[src/rtl/angledist_pkg.sv]
// Shared types for the angle-distance pipeline: distance word, library size default and search FSM states.
package angledist_pkg;

    localparam int DIST_W       = 16;
    localparam int NUM_REFS_DEF = 16;

    typedef logic [DIST_W-1:0] dist_t;

    localparam dist_t DIST_MAX = '1;

    typedef enum logic [1:0] {
        ST_IDLE = 2'd0,
        ST_RUN  = 2'd1,
        ST_DONE = 2'd2
    } argmin_state_t;

endpackage

[src/rtl/dist_argmin.sv]
// Purpose: streams NUM_REFS library distances and reports the closest entry, the runner-up and a threshold match.
// Latency: done_o and the result outputs update 1 cycle after the final accepted distance.
// Backpressure: dist_ready_o is high only while searching; distances offered in any other state are dropped.
module dist_argmin
    import angledist_pkg::*;
#(
    parameter int NUM_REFS = NUM_REFS_DEF,
    parameter int IW       = $clog2(NUM_REFS)
) (
    input  logic          clk_i,
    input  logic          rstn_i,
    input  logic          start_i,
    input  dist_t         thresh_i,
    input  logic          dist_valid_i,
    input  dist_t         dist_i,
    output logic          dist_ready_o,
    output logic          busy_o,
    output logic          done_o,
    output logic [IW-1:0] best_idx_o,
    output dist_t         best_dist_o,
    output dist_t         second_dist_o,
    output logic          match_o
);

    localparam logic [IW-1:0] LAST_IDX = IW'(NUM_REFS - 1);

    argmin_state_t state_q, state_d;
    logic [IW-1:0] cnt_q;
    logic [IW-1:0] idx_q, idx_nx;
    dist_t         best_q, best_nx;
    dist_t         sec_q, sec_nx;
    dist_t         thresh_q;

    logic          acc;
    logic          last_acc;
    logic          start_ld;

    assign acc      = (state_q == ST_RUN) && dist_valid_i;
    assign last_acc = acc && (cnt_q == LAST_IDX);
    // start is honoured from IDLE and DONE only, so back-to-back searches skip IDLE
    assign start_ld = start_i && (state_q != ST_RUN);

    // Two-level minimum: strict compares keep the earliest index on ties.
    always_comb begin
        best_nx = best_q;
        sec_nx  = sec_q;
        idx_nx  = idx_q;
        if (acc) begin
            if (dist_i < best_q) begin
                sec_nx  = best_q;
                best_nx = dist_i;
                idx_nx  = cnt_q;
            end else if (dist_i < sec_q) begin
                sec_nx = dist_i;
            end
        end
    end

    always_comb begin
        state_d = state_q;
        unique case (state_q)
            ST_IDLE: if (start_i)  state_d = ST_RUN;
            ST_RUN:  if (last_acc) state_d = ST_DONE;
            ST_DONE: state_d = start_i ? ST_RUN : ST_IDLE;
            default: state_d = ST_IDLE;
        endcase
    end

    always_ff @(posedge clk_i) begin
        if (!rstn_i) begin
            state_q       <= ST_IDLE;
            cnt_q         <= '0;
            idx_q         <= '0;
            best_q        <= DIST_MAX;
            sec_q         <= DIST_MAX;
            thresh_q      <= '0;
            best_idx_o    <= '0;
            best_dist_o   <= '0;
            second_dist_o <= '0;
            match_o       <= 1'b0;
        end else begin
            state_q <= state_d;
            if (start_ld) begin
                cnt_q    <= '0;
                idx_q    <= '0;
                best_q   <= DIST_MAX;
                sec_q    <= DIST_MAX;
                thresh_q <= thresh_i;
            end else if (acc) begin
                idx_q  <= idx_nx;
                best_q <= best_nx;
                sec_q  <= sec_nx;
                if (!last_acc) cnt_q <= cnt_q + IW'(1);
            end
            // Results are taken from the post-update values so the final distance counts.
            if (last_acc) begin
                best_idx_o    <= idx_nx;
                best_dist_o   <= best_nx;
                second_dist_o <= sec_nx;
                match_o       <= (best_nx <= thresh_q);
            end
        end
    end

    assign dist_ready_o = (state_q == ST_RUN);
    assign busy_o       = (state_q == ST_RUN);
    assign done_o       = (state_q == ST_DONE);

endmodule

[config.mk]
export PLATFORM = sky130hd
export DESIGN_NAME = dist_argmin
export DESIGN_NICKNAME = d
export VERILOG_FILES = /design/src/rtl/angledist_pkg.sv /design/src/rtl/dist_argmin.sv
export SDC_FILE = /design/constraint.sdc
export NUM_CORES = 1
export LEC_CHECK = 0
export CAP_MARGIN = 40
export CORE_MARGIN = 10
export CORE_UTILIZATION = 40
export DETAILED_ROUTE_END_ITERATION = 8
export HOLD_SLACK_MARGIN = 0.08
export PLACE_DENSITY_LB_ADDON = 0.3
export SYNTH_ARGS = -nofsm -noshare
export SYNTH_HDL_FRONTEND = slang
export SYNTH_SLANG_ARGS = --single-unit
[constraint.sdc]
create_clock -name clk_i -period 7.7 [get_ports clk_i]
set_input_delay 1.925 -clock clk_i [delete_from_list [all_inputs] [get_ports clk_i]]
set_output_delay 1.925 -clock clk_i [all_outputs]
set_load 0.02 [all_outputs]
==> results of run 1 <==
==> state kept, by name, summed over array words and instances, names as in the netlist <==
name and flops:
idx_q 4, second_dist_o 16, thresh_q 16, best_idx_o 4
state_q 2, match_o 1, best_dist_o 16, sec_q 16
best_q 16, cnt_q 4
==> layout make-up <==
class,count,area [µm²],share of cell area
clock inverter,6,73.82,0.01215
timing repair buffer,83,830.8,0.1368
multi-input combinational,370,2600,0.4281
inverter,65,244.0,0.04017
clock buffer,10,239.0,0.03935
sequential,95,1902,0.3131
tap,147,183.9,0.03028
==> synth_stat cells (all sizes together), types with 4 or more instances <==
cell / instances / area share
a21boi: 16 / 0.025
a21o: 4 / 0.0062
a21oi: 51 / 0.052
and2: 5 / 0.0064
buf: 8 / 0.0098
clkbuf: 22 / 0.017
dfxtp: 95 / 0.39
ha: 47 / 0.12
inv: 65 / 0.050
mux2i: 37 / 0.076
nand2: 82 / 0.063
nand3: 6 / 0.0062
nand4: 6 / 0.0077
nor2: 15 / 0.012
nor2b: 4 / 0.0051
o21a: 5 / 0.0077
o21ai: 30 / 0.031
o221ai: 16 / 0.038
o32ai: 15 / 0.027
==> where the power goes <==
group	switching (mW)	internal (mW)	leakage, nW
clock	0.202	0.265	0.148
sequential	0.00539	0.499	0.770
combinational	0.0667	0.0511	1.74
==> cells by family after synthesis <==
family          count (synthesis)  share of synthesized area
compound gates                154                     0.2172
xor+xnor                        1                   0.001798
fa+ha+maj                      47                     0.1207
buf+inv                        95                    0.07676
flops                          95                     0.3902
mux                            37                    0.07600
simple gates                  131                     0.1173
==> worst min-delay path, cell delays in order, from the launching register on <==
cell and delay (ns):
dfxtp_1 0.31, nand2_1 0.04, a21boi_0 0.06
==> cell usage in the layout (no fill, tap or decap), types with 4 or more instances in the layout <==
master           netlist  final
o21a_1                 5      5
ha_1                  47     47
buf_4                  1      7
nor2_1                14     13
nand3_1                6      6
a21oi_1               51     51
nor2b_1                4      4
o221ai_2               7      7
o21ai_0               28     28
inv_1                 65     65
a21boi_0              16     16
o221ai_1               9      9
clkbuf_16              0      9
o32ai_1               15     15
and2_1                 5      5
nand2_1               82     82
a21o_1                 4      4
mux2i_1               37     37
nand4_1                6      6
dfxtp_1               95     95
clkdlybuf4s50_1        0     75
==> how the worst max path moves through the flow <==
stage | startpoint | end | slack, ns | cells after the start
after detailed placement | dist_i[6] | match_o | 1.97 | 16
after CTS | dist_i[6] | match_o | 2.35 | 16
after global routing | dist_i[6] | match_o | 2.04 | 16
after global placement | dist_i[1] | match_o | 1.71 | 15
after floorplan | dist_i[6] | match_o | 2.87 | 15
final | dist_i[6] | match_o | 2.38 | 16
==> routing by layer <==
metal / vias up / routed length (µm) / part of all wire
li1: 2091 / - / -
met1: 1935 / 5971 / 0.45
met4: 0 / 110 / 0.0084
met3: 7 / 791 / 0.060
met2: 100 / 6254 / 0.48
met5: - / 0 / 0
==> metrics by stage <==
stage,power (mW),hold slack (ns)
floorplan,0.5859,0.4329
global placement,0.6302,0.4510
detailed placement,0.6345,0.4569
CTS,1.094,0.4657
global route,1.128,0.4843
finish,1.090,0.4611
==> results.cfg, run 1 <==
[outcome]
status = finished clean

[critical_path]
r2r_slack_ns = 4.03
crit_path_top_delay_cell = clkdlybuf4s50_1
end_kind = register
path_delay_family = compound AO/OA/AOI/OAI gates
path_cells = clkdlybuf4s50_1, ha_1, a21o_1, a211o_1, a221oi_4, o211ai_1, buf_4, buf_4, mux2i_1, inv_1, ha_1, a211oi_1, a21oi_1, o21ai_0, a21oi_1, o31ai_1
r2r-end = match_o
reg2reg_from = best_q[6]
cp.arrival_ns = 5.58
r2r_cells = 16
crit_required_ns = 7.96
critPathKind = primary input to register
cp_slowest_stage_delay_ns = 0.48
worstSetupStartpointType = primary input
critPathBufInv = 4
critPathMaxFanout = 8

[drt]
ant_nets = 0
drtIter0Drc = 258
wirelength_um = 13130
dr.pass1.iters = 5
drc = 0
avgViaCountPerCell = 5.326
via_count = 4133
wire_per_inst_um = 16.92

[floorplan]
coreArea_mm2 = 0.01196
initial_core_util = 0.4074
rows = 40
ioPinCount = 76
die_w_um = 130.4
die_area_mm2 = 0.01700
die_height_um = 130.4

[clock_tree]
post_cts_resized = 0
cts_max_level = 3
cts_setup_buffers = 0
clk_pin_slew_ns = 0.07
insertion_delay_ns = 0.34
root_buffer = clkbuf_16
cts.hold.buffers_added = 0
cts.sinks = 95
cts_tree = yes
clock_tree.buffer_depth = 2
numCtsBuffers = 9

[timing]
timing.fmax_mhz = 187.8
worst_slack_ns = 2.375
fin_crit_sh = 0.6916
finClkSkew_ns = 0.009517
tightest_slew_ns = 0.9172
fin_tns_setup_ns = 0
finalMaxSlewViolations = 0
finalHoldViolCount = 0
period_needed_ns = 5.325
finalSetupViolCount = 0
slew_headroom = 0.3885
rsz0062_at_grt = false

[hold_path]
min_from = thresh_q[1]
whs_path_depth = 2
hold_path_end = thresh_q[1]
holdCritPathClass = register to register

[final_layout]
n_antenna_cell = 0
final_cells = 776
nFillCells = 1090
area_growth_pct = 24.62
final_nets = 707
stdcell_area_mm2 = 0.006073
fin_util = 0.5077
drive_gt1_frac = 0.05405

[grt]
grt_usage = 0.1570
grt_pass1_wl_um = 21310
grt_max_degree = 45
grt.met3_usage = 0.02820
grtUsageMet1 = 0.1990
overflow = 0
gr-usage-met2 = 0.2651
grt_pass1_vias = 4156
top_usage_layer = met2
antenna_found_initial = 0

[synthesis]
synthFlopType = dfxtp_1
synth_seq_cells = 95
synth_cell_type_count = 43
yosysWarnings = 0
async_flop_share = 0
netlist_area_mm2 = 0.004873
synth_edf_count = 0
synth_cells = 560
synth_nets = 643
synth-seq-area-share = 0.3902
synth_area_per_cell_um2 = 8.703

[placed_design]
dpl_cell_area_mm2 = 0.005761
post-place-cells = 760
hpwl_um = 9791
gp_congestion = 0.8274
io_buffers = 75
pre_cts_ws_ns = 1.971

[run]
max-cap-violations = 0

[pwr]
p_per_area_mw_per_mm2 = 179.5
max-vdd-ir-drop_mv = 0.08750
p_leak_nw = 2.660
No activity file was read; power rests on OpenSTA's default activity.
==> inputs of run 2 (changes only) <==
Clock period 7.7 ns to 5.55 ns, I/O delays scaled along.
==> run 2 against run 1 <==
Sequential share of layout area is 0.39 points lower. Cell area grew 1.3%. Count of clock-buffer cells in the layout did not move. Largest power group is now clock. Worst hold slack worse by 0.0015 ns. Non-clock buffer count grew 9. Power increased by 44%. Final cell count rose by 0.90%. Combinational power up 42%.
==> results.cfg, run 2 (same netlist as run 1, synthesis figures left out) <==
[outcome]
status = finished clean

[floorplan]
rows = 40
die_height_um = 130.4
ioPinCount = 76
die_w_um = 130.4
coreArea_mm2 = 0.01196
die_area_mm2 = 0.01700
initial_core_util = 0.4074

[final_layout]
area_growth_pct = 26.19
final_common_cell = dfxtp_1
drive_gt1_frac = 0.06447
final_cell_mix = dfxtp_1, nand2_1, clkdlybuf4s50_1, inv_1, a21oi_1
n_antenna_cell = 0
final_nets = 716

[clock_tree]
numCtsBuffers = 9
cts_max_level = 3
cts.hold.buffers_added = 0
cts_setup_buffers = 0
clk_pin_slew_ns = 0.07
insertion_delay_ns = 0.34
cts_tree = yes
root_buffer = clkbuf_16
post_cts_resized = 0
clock_tree.buffer_depth = 2
cts.sinks = 95

[placed_design]
io_buffers = 75
hpwl_um = 10030
gp_congestion = 0.8923

[hold_path]
holdCritPathClass = register to register
whs_path_depth = 2

[timing]
finalSetupViolCount = 0
fin_crit_sh = 0.8597
timing.fmax_mhz = 209.6
period_needed_ns = 4.772
finalHoldViolCount = 0
finalMaxSlewViolations = 0
rsz0062_at_grt = false
finClkSkew_ns = 0.009486
slew_headroom = 0.4503
fin_tns_setup_ns = 0
tightest_slew_ns = 0.8225

[critical_path]
crit_path_top_delay_cell = clkdlybuf4s50_1
end_kind = register
r2r_slack_ns = 1.91
critPathBufInv = 3
critPathKind = primary input to register
r2r_cells = 13
worstSetupStartpointType = primary input
crit_top_cell = ha_1
cp_slowest_stage_delay_ns = 0.52
path_cells = clkdlybuf4s50_1, ha_1, a21o_1, a211o_1, a221oi_4, o211ai_1, buf_4, mux2i_1, inv_1, ha_1, a2111oi_0, a21oi_1, o31ai_1
cp.depth = 13
path_delay_family = compound AO/OA/AOI/OAI gates
crit_required_ns = 5.81
cp.arrival_ns = 5.03
critPathMaxFanout = 7

[drt]
drc = 0
wire_per_inst_um = 17.08
avgViaCountPerCell = 5.393
via_count = 4223
wirelength_um = 13370
drtIter0Drc = 363
ant_nets = 0
dr.pass1.iters = 4

[pwr]
p_per_area_mw_per_mm2 = 255.8
max-vdd-ir-drop_mv = 0.1500
p_leak_nw = 2.721
total_power_mw = 1.573

[grt]
antenna_found_initial = 0
grt_pass1_wl_um = 21590
grt_usage = 0.1598
grt_max_degree = 44
grt_pass1_vias = 4164
overflow = 0

[run]
max-cap-violations = 0
[run 2: worst paths after layout]
kind / startpoint / to
setup reg to reg: best_q[11] / match_o
setup / recovery: dist_i[6] / match_o
hold reg to reg: thresh_q[2] / thresh_q[2]
hold / removal: thresh_q[2] / thresh_q[2]
[run 2: metrics by stage]
stage,area [µm²],worst slack [ns],cells,hold slack (ns),utilization
after detailed placement,5816,0.4565,769,0.4501,0.4862
after floorplan,4873,1.261,560,0.4329,-
after global routing,6150,0.4231,783,0.4881,0.5141
after global placement,5793,0.5020,767,0.4483,0.4843
final,6150,0.7785,783,0.4596,0.5141
after CTS,6150,0.8201,783,0.4658,0.5141
[run 2: tightest hold or removal path, stage by stage, from the launching register on]
cell,delay [ns]
dfxtp_1,0.31
nand2_1,0.04
a21boi_0,0.06
[run 2: metal layers]
metal,track usage,vias to the layer above,share of wire
met5,0,-,0
li1,-,2108,-
met3,0.03707,18,0.059
met2,0.2558,109,0.46
met4,0.05494,0,0.016
met1,0.2072,1988,0.47
[run 2: cell type report]
class	instances	area (µm²)
clock buffers	10	239.0
fillers	1104	5812
multi-input cells	370	2600
inverters	65	244.0
flip-flops and latches	95	1902
clock inverters	4	95.09
repair buffers	92	885.9
well taps	147	183.9
[run 2: power breakdown]
group	switching, mW	leakage [nW]	internal (mW)
Sequential	0.00808	0.770	0.693
Combinational	0.0935	1.79	0.0749
Clock	0.256	0.164	0.447
